## src/rtl/serial_subtractor_pkg.sv

```systemverilog
// ============================================================================
// Module      : serial_subtractor_pkg
// Description : State encoding and default width for the bit-serial subtractor.
// Revision    : 1.0 - initial release
// ============================================================================
`default_nettype none

package serial_subtractor_pkg;

    localparam int DEFAULT_WIDTH = 32;

    localparam logic [1:0] ST_IDLE = 2'd0;
    localparam logic [1:0] ST_RUN  = 2'd1;
    localparam logic [1:0] ST_DONE = 2'd2;

endpackage

`default_nettype wire

```

## src/rtl/serial_subtractor_full_subtractor.sv

```systemverilog
// ============================================================================
// Module      : full_subtractor
// Description : 1-bit full subtractor built from 2-input NAND gates only.
// Revision    : 1.0 - initial release
// ============================================================================
`default_nettype none

module full_subtractor (
    input  logic a,
    input  logic b,
    input  logic bin,
    output logic d,
    output logic bout
);

    logic w_n_ab;
    logic w_t_a;
    logic w_t_b;
    logic w_x;
    logic w_n_xb;
    logic w_t_x;
    logic w_t_bin;

    // Each NAND-XOR stage also yields the ~a&b style borrow terms for free.
    assign w_n_ab  = ~(a & b);
    assign w_t_a   = ~(a & w_n_ab);
    assign w_t_b   = ~(b & w_n_ab);
    assign w_x     = ~(w_t_a & w_t_b);

    assign w_n_xb  = ~(w_x & bin);
    assign w_t_x   = ~(w_x & w_n_xb);
    assign w_t_bin = ~(bin & w_n_xb);
    assign d       = ~(w_t_x & w_t_bin);

    assign bout    = ~(w_t_b & w_t_bin);

endmodule

`default_nettype wire

```

## src/rtl/serial_subtractor.sv

```systemverilog
// ============================================================================
// Module      : serial_subtractor
// Description : Bit-serial A - B, LSB first, with valid/ready on both sides.
// Revision    : 1.0 - initial release
// ============================================================================
`default_nettype none

module serial_subtractor
    import serial_subtractor_pkg::*;
#(
    parameter int WIDTH = DEFAULT_WIDTH
) (
    input  logic             clock,
    input  logic             reset,
    input  logic             in_valid,
    output logic             in_ready,
    input  logic [WIDTH-1:0] A,
    input  logic [WIDTH-1:0] B,
    output logic             out_valid,
    input  logic             out_ready,
    output logic [WIDTH-1:0] diff,
    output logic             borrow_out,
    output logic             overflow
);

    localparam int             CNT_W = $clog2(WIDTH) + 1;
    localparam logic [CNT_W-1:0] C_LAST = CNT_W'(WIDTH - 1);

    logic [1:0]       r_state;
    logic [1:0]       w_next_state;
    logic [WIDTH-1:0] r_a_sh;
    logic [WIDTH-1:0] r_b_sh;
    logic [WIDTH-1:0] r_diff;
    logic [CNT_W-1:0] r_count;
    logic             r_borrow;
    logic             r_sign_a;
    logic             r_sign_b;
    logic             w_accept;
    logic             w_d;
    logic             w_bout;

    full_subtractor u_cell (
        .a    (r_a_sh[0]),
        .b    (r_b_sh[0]),
        .bin  (r_borrow),
        .d    (w_d),
        .bout (w_bout)
    );

    always_ff @(posedge clock or posedge reset) begin
        if (reset) begin
            r_state <= ST_IDLE;
        end else begin
            r_state <= w_next_state;
        end
    end

    always_comb begin
        w_next_state = ST_IDLE;
        case (r_state)
            ST_IDLE: w_next_state = in_valid ? ST_RUN : ST_IDLE;
            ST_RUN:  w_next_state = (r_count == C_LAST) ? ST_DONE : ST_RUN;
            ST_DONE: w_next_state = out_ready ? ST_IDLE : ST_DONE;
            default: w_next_state = ST_IDLE;
        endcase
    end

    always_comb begin
        in_ready  = (r_state == ST_IDLE);
        out_valid = (r_state == ST_DONE);
    end

    assign w_accept = in_valid & in_ready;

    // Datapath holds its last values outside RUN so results stay visible.
    always_ff @(posedge clock or posedge reset) begin
        if (reset) begin
            r_a_sh   <= '0;
            r_b_sh   <= '0;
            r_diff   <= '0;
            r_count  <= '0;
            r_borrow <= 1'b0;
            r_sign_a <= 1'b0;
            r_sign_b <= 1'b0;
        end else if (w_accept) begin
            r_a_sh   <= A;
            r_b_sh   <= B;
            r_diff   <= '0;
            r_count  <= '0;
            r_borrow <= 1'b0;
            r_sign_a <= A[WIDTH-1];
            r_sign_b <= B[WIDTH-1];
        end else if (r_state == ST_RUN) begin
            r_a_sh   <= r_a_sh >> 1;
            r_b_sh   <= r_b_sh >> 1;
            r_diff   <= {w_d, r_diff[WIDTH-1:1]};
            r_count  <= r_count + 1'b1;
            r_borrow <= w_bout;
        end
    end

    assign diff       = r_diff;
    assign borrow_out = r_borrow;
    assign overflow   = (r_sign_a ^ r_sign_b) & (r_diff[WIDTH-1] ^ r_sign_a);

endmodule

`default_nettype wire

```

## config.mk

```make
export PLATFORM = sky130hd
export DESIGN_NAME = serial_subtractor
export DESIGN_NICKNAME = d
export VERILOG_FILES = /design/src/rtl/serial_subtractor_pkg.sv /design/src/rtl/serial_subtractor_full_subtractor.sv /design/src/rtl/serial_subtractor.sv
export SDC_FILE = /design/constraint.sdc
export NUM_CORES = 1
export LEC_CHECK = 0
export ABC_CLOCK_PERIOD_IN_PS = 5600
export CORE_MARGIN = 2
export CORE_UTILIZATION = 55
export CTS_CLUSTER_SIZE = 16
export DETAILED_ROUTE_END_ITERATION = 8
export PLACE_DENSITY = 0.85
export SYNTH_ARGS = -nofsm -noshare
export SYNTH_HDL_FRONTEND = slang
export SYNTH_SLANG_ARGS = --single-unit
export TNS_END_PERCENT = 10
```

## constraint.sdc

```tcl
create_clock -name clock -period 5.6 [get_ports clock]
set_clock_uncertainty 0.1 [all_clocks]
set_input_delay 1.12 -clock clock [delete_from_list [all_inputs] [get_ports clock]]
set_output_delay 1.12 -clock clock [all_outputs]
set_load 0.005 [all_outputs]
```

# After elaboration in Yosys (flattened, before gate mapping)
# Index checks and enable logic that the tools add are counted.
[totals]
inputBits = 68
elab_cells = 50
output_inout_bits = 36
register_bits = 107
[classes]
n_reduce_logical = 2
addsub = 1
n_mux = 14
bitwise_logic = 22
n_eq_ne = 3
[op_table]
columns = ["operator", "n"]
rows = [
  ["$mux W32", 6],
  ["$mux W6", 2],
  ["$and A1 B1 Y1", 11],
  ["$not A1 Y1", 9],
  ["$add A6 B1 Y6 const B", 1],
  ["$eq A6 B5 Y1 const B", 1],
  ["$pmux W2 S3", 1],
  ["$mux W2", 2],
  ["$mux W1", 3],
  ["$eq A2 B1 Y1 const B", 1],
  ["$eq A2 B2 Y1 const B", 1],
  ["$logic_not A2 Y1", 1],
  ["$reduce_bool A2 Y1", 1],
  ["$xor A1 B1 Y1", 2],
]

# Depth between registers and ports, before layout
# Gate-level depths: netlist of the first run.
[logic_depth]
depth_word = 14
depth_mapped = 6
ltp_nobuf = 4

# Hierarchy
# Synthesis of the first run repeated with hierarchy kept, for this count alone.
[unflattened]
hier_cells = 475
area_unflattened_um2 = 4503.1
[by_module_without_submodules]
columns = ["module", "seq_area_each_um2", "instances", "cells_per_inst", "area_each_um2"]
rows = [
  ["serial_subtractor", 2677.6, 1, 471, 4471.8],
  ["full_subtractor", 0.0, 1, 4, 31.3],
]

# Least setup slack after synthesis of the first run
# OpenSTA, ideal clock, no wires.
[synth_timing]
path_type = "flip-flop to output port"
start = "reg r_state[0]"
end = "out in_ready"
arrival_ns = 0.963
stages_incl_launch_ff = 5
path_slack_ns = 3.417
n_path_buf = 3
required_time_ns = 4.380
cell_sequence = "dfrtp_1 buf_6 buf_6 buf_2 nor2_1"
[synth_between]
elab_chain_len = 1
[synth_lines]
columns = ["element", "line", "rtl"]
rows = [
  ["start, declared", "serial_subtractor.sv:29", "logic [1:0] r_state;"],
  ["start signal, assigned", "serial_subtractor.sv:54", "r_state <= w_next_state;"],
  ["$logic_not A2 Y1", "serial_subtractor.sv:69", "in_ready = (r_state == ST_IDLE);"],
  ["end, declared", "serial_subtractor.sv:16", "output logic in_ready,"],
]
# Every way passes these cells.

# Final worst setup path of the first run
[layout_timing]
start = "reg r_state[1]"
end = "out in_ready"
# The elaborated chain is that of the path after synthesis.

==> results of run 1 <==
==> power by group <==
group | switching (W) | internal [W]
registers | 0.000250 | 0.00107
logic | 0.000399 | 0.000551
clock network | 0.000269 | 0.000256
==> state kept, by name, indices dropped and copies added (netlist names) <==
| register | flops |
|---|---|
| r_b_sh | 32 |
| diff | 32 |
| r_state | 2 |
| r_a_sh | 32 |
| r_count | 6 |
| r_sign_b | 1 |
| r_sign_a | 1 |
| borrow_out | 1 |
==> cell type report <==
cell class              count  area, um2
multi-input cells         327       2070
repair buffers            109       1070
fillers                   695       2610
inverters                   4       17.5
clock inverters             7        100
well taps                 108        135
flip-flops and latches    107       2680
clock buffers               9        124
==> routing by layer <==
| layer | track usage | vias to the layer above |
|---|---|---|
| li1 | - | 1892 |
| met1 | 0.327 | 1978 |
| met2 | 0.353 | 123 |
| met3 | 0.0520 | 9 |
| met4 | 0.0569 | 0 |
| met5 | 0 | - |
==> kinds of logic (layout without fill, tap and decap cells) <==
group | after synthesis | in the layout | synth area share
and+or+nand+nor | 109 | 109 | 0.132
DFF | 107 | 107 | 0.532
buffers and inverters | 48 | 129 | 0.0604
AOI/OAI and AO/OA | 212 | 212 | 0.260
adders and majority gates | 2 | 2 | 0.00647
muxes | 4 | 4 | 0.00846
==> how the worst max path moves through the flow <==
stage	to	start	slack (ns)	cells after the start
final	in_ready	r_state[1]	2.27	3
after global routing	in_ready	r_state[1]	2.14	3
after CTS	in_ready	r_state[1]	2.25	3
after detailed placement	r_a_sh[12]	in_valid	2.20	5
after global placement	r_a_sh[23]	in_valid	2.33	5
after floorplan	borrow_out	reset	1.56	1
==> layout by cell type (no fill, tap or decap), types with 2 or more instances in the layout <==
cell type / instances
clkinvlp_4: 2
o21ai_0: 31
nand2b_1: 3
nor2b_1: 44
clkdlybuf4s50_1: 102
mux2i_1: 2
nor3_1: 2
inv_1: 3
a21oi_1: 65
nand2_1: 28
and3b_1: 21
a22o_1: 35
bufinv_16: 2
dfrtp_1: 105
nand3_1: 4
a22oi_1: 41
dfrtp_2: 2
buf_4: 6
mux2_2: 2
clkbuf_8: 9
o21ai_1: 37
nor2b_4: 2
==> critical path, cell delays in order (launching register included) <==
cell and delay [ns]:
dfrtp_2 0.57, buf_4 0.56, nor2_1 0.13, clkdlybuf4s50_1 0.49
==> per-stage QoR <==
stage	worst slack [ns]	area [um2]	instances	utilization
2_1_floorplan	1.56	5030	482	-
3_3_place_gp	2.33	5970	655	0.678
3_5_place_dp	2.20	5970	655	0.678
4_1_cts	2.25	6200	671	0.704
5_1_grt	2.14	6200	671	0.704
6_report	2.27	6200	671	0.704
==> impl_metrics.json, run 1 <==
{
  "path_max_fanout": 54,
  "synth_area_leaders": "dfrtp_1 53%, a21oi_1 6.5%, a22oi_1 6.1%, a22o_1 6.1%, nor2b_1 5.6%",
  "yosysSeqAreaShare": 0.532,
  "ios": 104,
  "dr_total_vias": 4002,
  "finalHoldViolations": 0,
  "die_x_um": 99.6,
  "syn_area_per_cell_um2": 10.4,
  "clock-sinks": 107,
  "cts_tree": "built",
  "overflow": 0,
  "grt_pass1_wl_mm": 18.4,
  "ys_top_cells_by_count": "107 x dfrtp_1, 65 x a21oi_1, 45 x nor2b_1, 41 x a22oi_1, 37 x o21ai_1",
  "cp.arrival_ns": 2.11,
  "holdWs_ns": 0.393,
  "synth_top_area_frac": 0.532,
  "grt_max_degree": 74,
  "min_path_type": "flip-flop to flip-flop",
  "postSynth.asyncResetShare": 1.00,
  "cts.repair.resized": 0,
  "cts_setup_buffers": 0,
  "ys_warn_count": 0,
  "status": "finished clean",
  "antenna_cells": 0,
  "cts_buffer_depth": 2,
  "gp_congestion": 0.744,
  "whs_endpoint": "r_b_sh[11]",
  "r2r_cells": 4,
  "dp.final_hpwl_mm": 6.97,
  "hp-start": "r_b_sh[11]",
  "end_kind": "output pin",
  "netlist_instances": 482,
  "ys.flop_type": "dfrtp_1",
  "period_share": 0.594,
  "ff2ff_setup_slack_ns": 2.97,
  "grtUsageTotal": 0.227,
  "slew_headroom": 0.370,
  "areaGrowthSynthToFinish_pct": 23.2,
  "synthesis.nets": 552,
  "drt-pass1-iter-count": 5,
  "cts-root-buf": "clkbuf_8",
  "maxSlewViolCount": 0,
  "numCtsBuffers": 9,
  "drc": 0,
  "wl_met3_um": 635,
  "ys_ff_latch": 107,
  "tns_ns": 0,
  "highest_layer": "met4",
  "p_leak_nw": 2.72,
  "synth_edf_count": 0,
  "wl_per_cell_um": 16.3,
  "rsz0062_at_grt": "false",
  "vias_per_cell": 5.96,
  "peakVddDrop_v": 0.000216,
  "dieHeight_um": 99.6,
  "dieArea_um2": 9930,
  "power.total_w": 0.00279,
  "final_net_count": 628,
  "setup_violations": 0,
  "path_clk_slew_ns": 0.10,
  "wl_met2_mm": 5.28,
  "ctsHoldBuffers": 0,
  "final.min_clock_period_ns": 3.33,
  "drive_above_1_share": 0.0586,
  "ant_nets": 0,
  "clock.fmax_mhz": 300,
  "antenna_found_initial": 0,
  "setup.worst_path.start_class": "flip-flop",
  "yosys.cell_types.count": 31,
  "insertion_delay_ns": 0.36,
  "tightest_slew_ns": 0.943,
  "coreArea_um2": 8810,
  "core.rowCount": 34,
  "hold_path_depth": 2,
  "syn-cell-area_um2": 5030,
  "drt_wl_total_mm": 10.9,
  "htree_levels": 3,
  "yosysMostFrequentCell": "dfrtp_1",
  "synth_top_area_cell": "dfrtp_1",
  "start_util": 0.571,
  "grt_pass1_vias": 3881,
  "power.density_nw_per_um2": 451,
  "wl_met1_mm": 4.95,
  "r2r_start": "r_state[0]",
  "rr_endpoint": "r_a_sh[24]",
  "criticalPathCategory": "flip-flop to output pin",
  "maxCapViolations": 0,
  "drt_iter0_markers": 256,
  "cp.required_ns": 4.38,
  "io_buffers": 103
}
Note: power is estimated with default switching activity, not from simulation.
==> run 2: changes to the inputs <==
--- a/config.mk
+++ b/config.mk
@@ -5,12 +5,12 @@
 export SDC_FILE = /design/constraint.sdc
 export NUM_CORES = 1
 export LEC_CHECK = 0
-export ABC_CLOCK_PERIOD_IN_PS = 5600
+export ABC_CLOCK_PERIOD_IN_PS = 2700
 export CORE_MARGIN = 2
-export CORE_UTILIZATION = 55
+export CORE_UTILIZATION = 46
 export CTS_CLUSTER_SIZE = 16
 export DETAILED_ROUTE_END_ITERATION = 8
-export PLACE_DENSITY = 0.85
+export PLACE_DENSITY = 0.76
 export SYNTH_ARGS = -nofsm -noshare
 export SYNTH_HDL_FRONTEND = slang
 export SYNTH_SLANG_ARGS = --single-unit
==> constraint.sdc (replaced) <==
create_clock -name clock -period 2.7 [get_ports clock]
set_clock_uncertainty 0.1 [all_clocks]
set_input_delay 0.54 -clock clock [delete_from_list [all_inputs] [get_ports clock]]
set_output_delay 0.54 -clock clock [all_outputs]
set_load 0.005 [all_outputs]
==> run 2 against run 1 <==
Against the previous run:
- cell count increased by 5.8%
- global-route usage decreased by 2.7 points
- register-to-register slack got worse by 2.3 ns
- die area grew 19%
- hold slack got worse by 0.0083 ns
- clock power up 86%
- critical path type unchanged
==> impl_metrics.json, run 2 (synthesis results as in run 1) <==
{
  "coreArea_um2": 10700,
  "drive_above_1_share": 0.0702,
  "p_sw_frac": 0.341,
  "ant_nets": 0,
  "drt-pass1-iter-count": 5,
  "areaGrowthSynthToFinish_pct": 25.4,
  "layout_commonest_cell": "dfrtp_1",
  "peakVddDrop_v": 0.000389,
  "cp.arrival_ns": 1.77,
  "rsz0062_at_grt": "false",
  "dr_total_vias": 3969,
  "end_kind": "output pin",
  "critical_path_buf_inv_count": 1,
  "setup_violations": 0,
  "antenna_found_initial": 0,
  "power_frac_seq": 0.474,
  "slew_headroom": 0.594,
  "cp.depth": 2,
  "drt_iter0_markers": 275,
  "gp_congestion": 0.741,
  "cts_buffer_depth": 2,
  "crit_family": "flip-flops",
  "tightest_slew_ns": 0.609,
  "tns_ns": 0,
  "finalHoldViolations": 0,
  "grtUsageTotal": 0.200,
  "hold_path_depth": 1,
  "numCtsBuffers": 9,
  "ctsHoldBuffers": 0,
  "cts-root-buf": "clkbuf_8",
  "io_buffers": 103,
  "nFillCells": 957,
  "core.rowCount": 38,
  "combPwrFrac": 0.355,
  "grt_pass1_vias": 3865,
  "dieHeight_um": 109,
  "final_net_count": 635,
  "start_util": 0.468,
  "min_path_type": "flip-flop to flip-flop",
  "grt_pass1_wl_mm": 18.7,
  "final.min_clock_period_ns": 2.41,
  "dieArea_um2": 11800,
  "path_max_fanout": 29,
  "clock.fmax_mhz": 415,
  "insertion_delay_ns": 0.38,
  "grt_max_degree": 78,
  "power_switching_w": 0.00195,
  "r2r_cells": 4,
  "criticalPathCategory": "flip-flop to output pin",
  "path_clk_slew_ns": 0.11,
  "cts_tree": "built",
  "p_clk_frac": 0.171,
  "worstPathCellList": "nor2b_1 -> clkdlybuf4s50_1",
  "power.density_nw_per_um2": 906,
  "slowest_stage": "dfrtp_2",
  "vias_per_cell": 5.59,
  "drc": 0,
  "ios": 104,
  "antenna_cells": 0,
  "layout_common_cells": "105 x dfrtp_1, 102 x clkdlybuf4s50_1, 65 x a21oi_1",
  "clock-sinks": 107,
  "wl_per_cell_um": 15.9,
  "overflow": 0,
  "maxCapViolations": 0,
  "holdWs_ns": 0.385,
  "p_leak_nw": 2.76,
  "cts.repair.resized": 0,
  "period_share": 0.893,
  "status": "finished clean",
  "slowest_delay_ns": 0.60,
  "die_x_um": 109,
  "maxSlewViolCount": 0,
  "intPower_w": 0.00376,
  "dp.final_hpwl_mm": 7.29,
  "cp.required_ns": 2.06,
  "setup.worst_path.start_class": "flip-flop",
  "cts_setup_buffers": 0,
  "drt_wl_total_mm": 11.3,
  "htree_levels": 3
}
-- run 2: cell count changes in the layout (fill, tap and decap cells not counted), sizes merged --
cell      previous run  this run
clkinv               1         4
clkinvlp             2         1
bufinv               2         0
buf                  7        14
-- run 2: layer usage --
layer | up-vias | routed length [um] | global-route usage
met2 | 99 | 5230 | 0.306
met5 | - | 0 | 0
met4 | 0 | 143 | 0.0668
met1 | 1946 | 5330 | 0.282
li1 | 1912 | - | -
met3 | 12 | 599 | 0.0458
-- run 2: path summary, 6_finish.rpt --
check,end,from,slack [ns]
min in group asynchronous,diff[30],reset,0.52
max,out_valid,r_state[0],0.29
max in group asynchronous,r_state[1],reset,1.60
min,r_count[5],r_count[5],0.38
max reg2reg,r_count[5],r_state[0],0.64
min reg2reg,r_count[5],r_count[5],0.38
-- run 2: through the flow --
stage / instance area, um2 / cells / power (W) / util / setup WS, ns
final: 6310 / 710 / 0.00571 / 0.587 / 0.288
after global routing: 6310 / 710 / 0.00614 / 0.587 / 0.180
after CTS: 6310 / 710 / 0.00577 / 0.587 / 0.277
after detailed placement: 6100 / 694 / 0.00479 / 0.568 / 0.566
after global placement: 6100 / 694 / 0.00468 / 0.568 / 0.653
after floorplan: 5030 / 482 / 0.00393 / - / 0.772
-- run 2: worst reg2reg max path, cell delays in order, from the launching register on --
cell and delay, ns:
dfrtp_2 0.68, buf_4 0.59, nand2b_4 0.17, nor3_1 0.25
mux2i_1 0.20
-- run 2: cell type report --
cell class | instances | area [um2] | share of cell area
well taps | 140 | 175 | 0.0278
clock buffers | 9 | 124 | 0.0196
flip-flops and latches | 107 | 2680 | 0.425
repair buffers | 116 | 1160 | 0.184
clock inverters | 7 | 78.8 | 0.0125
multi-input cells | 327 | 2070 | 0.328
inverters | 4 | 18.8 | 0.00298
-- run 2: power by group through the flow --
stage / Combinational (W) / Sequential, W / Clock, W
final: 0.00203 / 0.00271 / 0.000978
after global routing: 0.00227 / 0.00280 / 0.00107
after CTS: 0.00206 / 0.00270 / 0.00100
after detailed placement: 0.00206 / 0.00273 / 0
after global placement: 0.00198 / 0.00270 / 0
after floorplan: 0.00131 / 0.00261 / 0
==> run 3: changes to the inputs <==
--- a/config.mk
+++ b/config.mk
@@ -11,6 +11,7 @@
 export CTS_CLUSTER_SIZE = 16
 export DETAILED_ROUTE_END_ITERATION = 8
 export PLACE_DENSITY = 0.76
+export SETUP_SLACK_MARGIN = 0.2
 export SYNTH_ARGS = -nofsm -noshare
 export SYNTH_HDL_FRONTEND = slang
 export SYNTH_SLANG_ARGS = --single-unit
==> run 3 against run 2 <==
Against the previous run:
- sequential cell count stayed put
- via count is 0.30% higher
- count of clock-buffer cells in the layout stayed put
==> impl_metrics.json, run 3 (synthesis results as in run 1) <==
{
  "numCtsBuffers": 9,
  "clock.fmax_mhz": 414,
  "power.density_nw_per_um2": 906,
  "cts_buffer_depth": 2,
  "grt_pass1_wl_mm": 18.7,
  "vias_per_cell": 5.61,
  "dp.cells": 694,
  "cp.arrival_ns": 1.77,
  "drc": 0,
  "ios": 104,
  "criticalPathCategory": "flip-flop to output pin",
  "slew_headroom": 0.594,
  "instances_no_fill": 710,
  "maxSlewViolCount": 0,
  "clock-sinks": 107,
  "wl_per_cell_um": 15.9,
  "dp.final_hpwl_mm": 7.29,
  "layout_common_cells": "105 x dfrtp_1, 102 x clkdlybuf4s50_1, 65 x a21oi_1",
  "grt_max_degree": 78,
  "antenna_found_initial": 0,
  "finalHoldViolations": 0,
  "rsz0062_at_grt": "false",
  "cts_tree": "built",
  "start_util": 0.468,
  "final.min_clock_period_ns": 2.41,
  "antenna_cells": 0,
  "tns_ns": 0,
  "min_path_type": "flip-flop to flip-flop",
  "layout_commonest_cell": "dfrtp_1",
  "cts-root-buf": "clkbuf_8",
  "insertion_delay_ns": 0.37,
  "setup_violations": 0,
  "die_x_um": 109,
  "power.total_w": 0.00571,
  "drt-pass1-iter-count": 5,
  "path_max_fanout": 29,
  "coreArea_um2": 10700,
  "cts_setup_buffers": 0,
  "end_kind": "output pin",
  "drt_iter0_markers": 280,
  "dr_total_vias": 3981,
  "core.rowCount": 38,
  "io_buffers": 103,
  "period_share": 0.894,
  "setup.worst_path.start_class": "flip-flop",
  "r2r_cells": 4,
  "status": "finished clean",
  "nFillCells": 957,
  "final_net_count": 635,
  "maxCapViolations": 0,
  "hold_path_depth": 1,
  "drive_above_1_share": 0.0702,
  "path_clk_slew_ns": 0.11,
  "dieHeight_um": 109,
  "ant_nets": 0,
  "overflow": 0,
  "dieArea_um2": 11800,
  "peakVddDrop_v": 0.000387,
  "tightest_slew_ns": 0.609,
  "p_leak_nw": 2.76,
  "drt_wl_total_mm": 11.3,
  "gp_congestion": 0.741,
  "grtUsageTotal": 0.200,
  "areaGrowthSynthToFinish_pct": 25.4,
  "utilization": 0.587,
  "htree_levels": 3,
  "grt_pass1_vias": 3865,
  "ctsHoldBuffers": 0,
  "cp.required_ns": 2.06
}
[run 3: cell counts in the layout (fill, tap and decap cells not counted)]
Identical to the previous run, type by type.
[run 3: final cells by class]
type | instances | area, um2 | area share
clock buffer | 9 | 124 | 0.0196
clock inverter | 7 | 78.8 | 0.0125
inverter | 4 | 18.8 | 0.00298
multi-input combinational | 327 | 2070 | 0.328
sequential | 107 | 2680 | 0.425
tap | 140 | 175 | 0.0278
timing repair buffer | 116 | 1160 | 0.184
[run 3: worst max-delay path, cell delays in order (launching register included)]
cell and delay [ns]:
dfrtp_2 0.60, nor2b_1 0.27, clkdlybuf4s50_1 0.54
[run 3: report_power, final]
group | internal (W) | leakage, nW | switching, W | total (W)
logic | 0.00118 | 1.25 | 0.000850 | 0.00203
registers | 0.00222 | 1.40 | 0.000491 | 0.00271
clock network | 0.000368 | 0.102 | 0.000608 | 0.000975
[run 3: repair_timing]
action,4_1_cts,5_1_grt
endpoints found under the hold margin,0,0
resized for setup,0,1
endpoints found under the setup margin,0,1
[run 3: worst paths after layout]
check,start,to,slack (ns)
setup reg to reg,r_state[0],r_count[5],0.64
hold reg to reg,r_count[5],r_count[5],0.38
hold / removal,r_count[5],r_count[5],0.38
max in group asynchronous,reset,r_state[1],1.60
min in group asynchronous,reset,diff[30],0.52
setup / recovery,r_state[0],out_valid,0.29
[run 3: per-layer routing]
layer / global-route usage / vias up / wire (um)
met2: 0.306 / 105 / 5220
met1: 0.282 / 1952 / 5280
li1: - / 1912 / -
met4: 0.0668 / 0 / 143
met3: 0.0458 / 12 / 655
met5: 0 / - / 0
[run 3: stage by stage]
stage / instance area, um2 / hold WS, ns / setup WS [ns]
2_1_floorplan: 5030 / 0.347 / 0.772
3_3_place_gp: 6100 / 0.365 / 0.653
3_5_place_dp: 6100 / 0.369 / 0.566
4_1_cts: 6310 / 0.384 / 0.277
5_1_grt: 6310 / 0.410 / 0.218
6_report: 6310 / 0.383 / 0.286
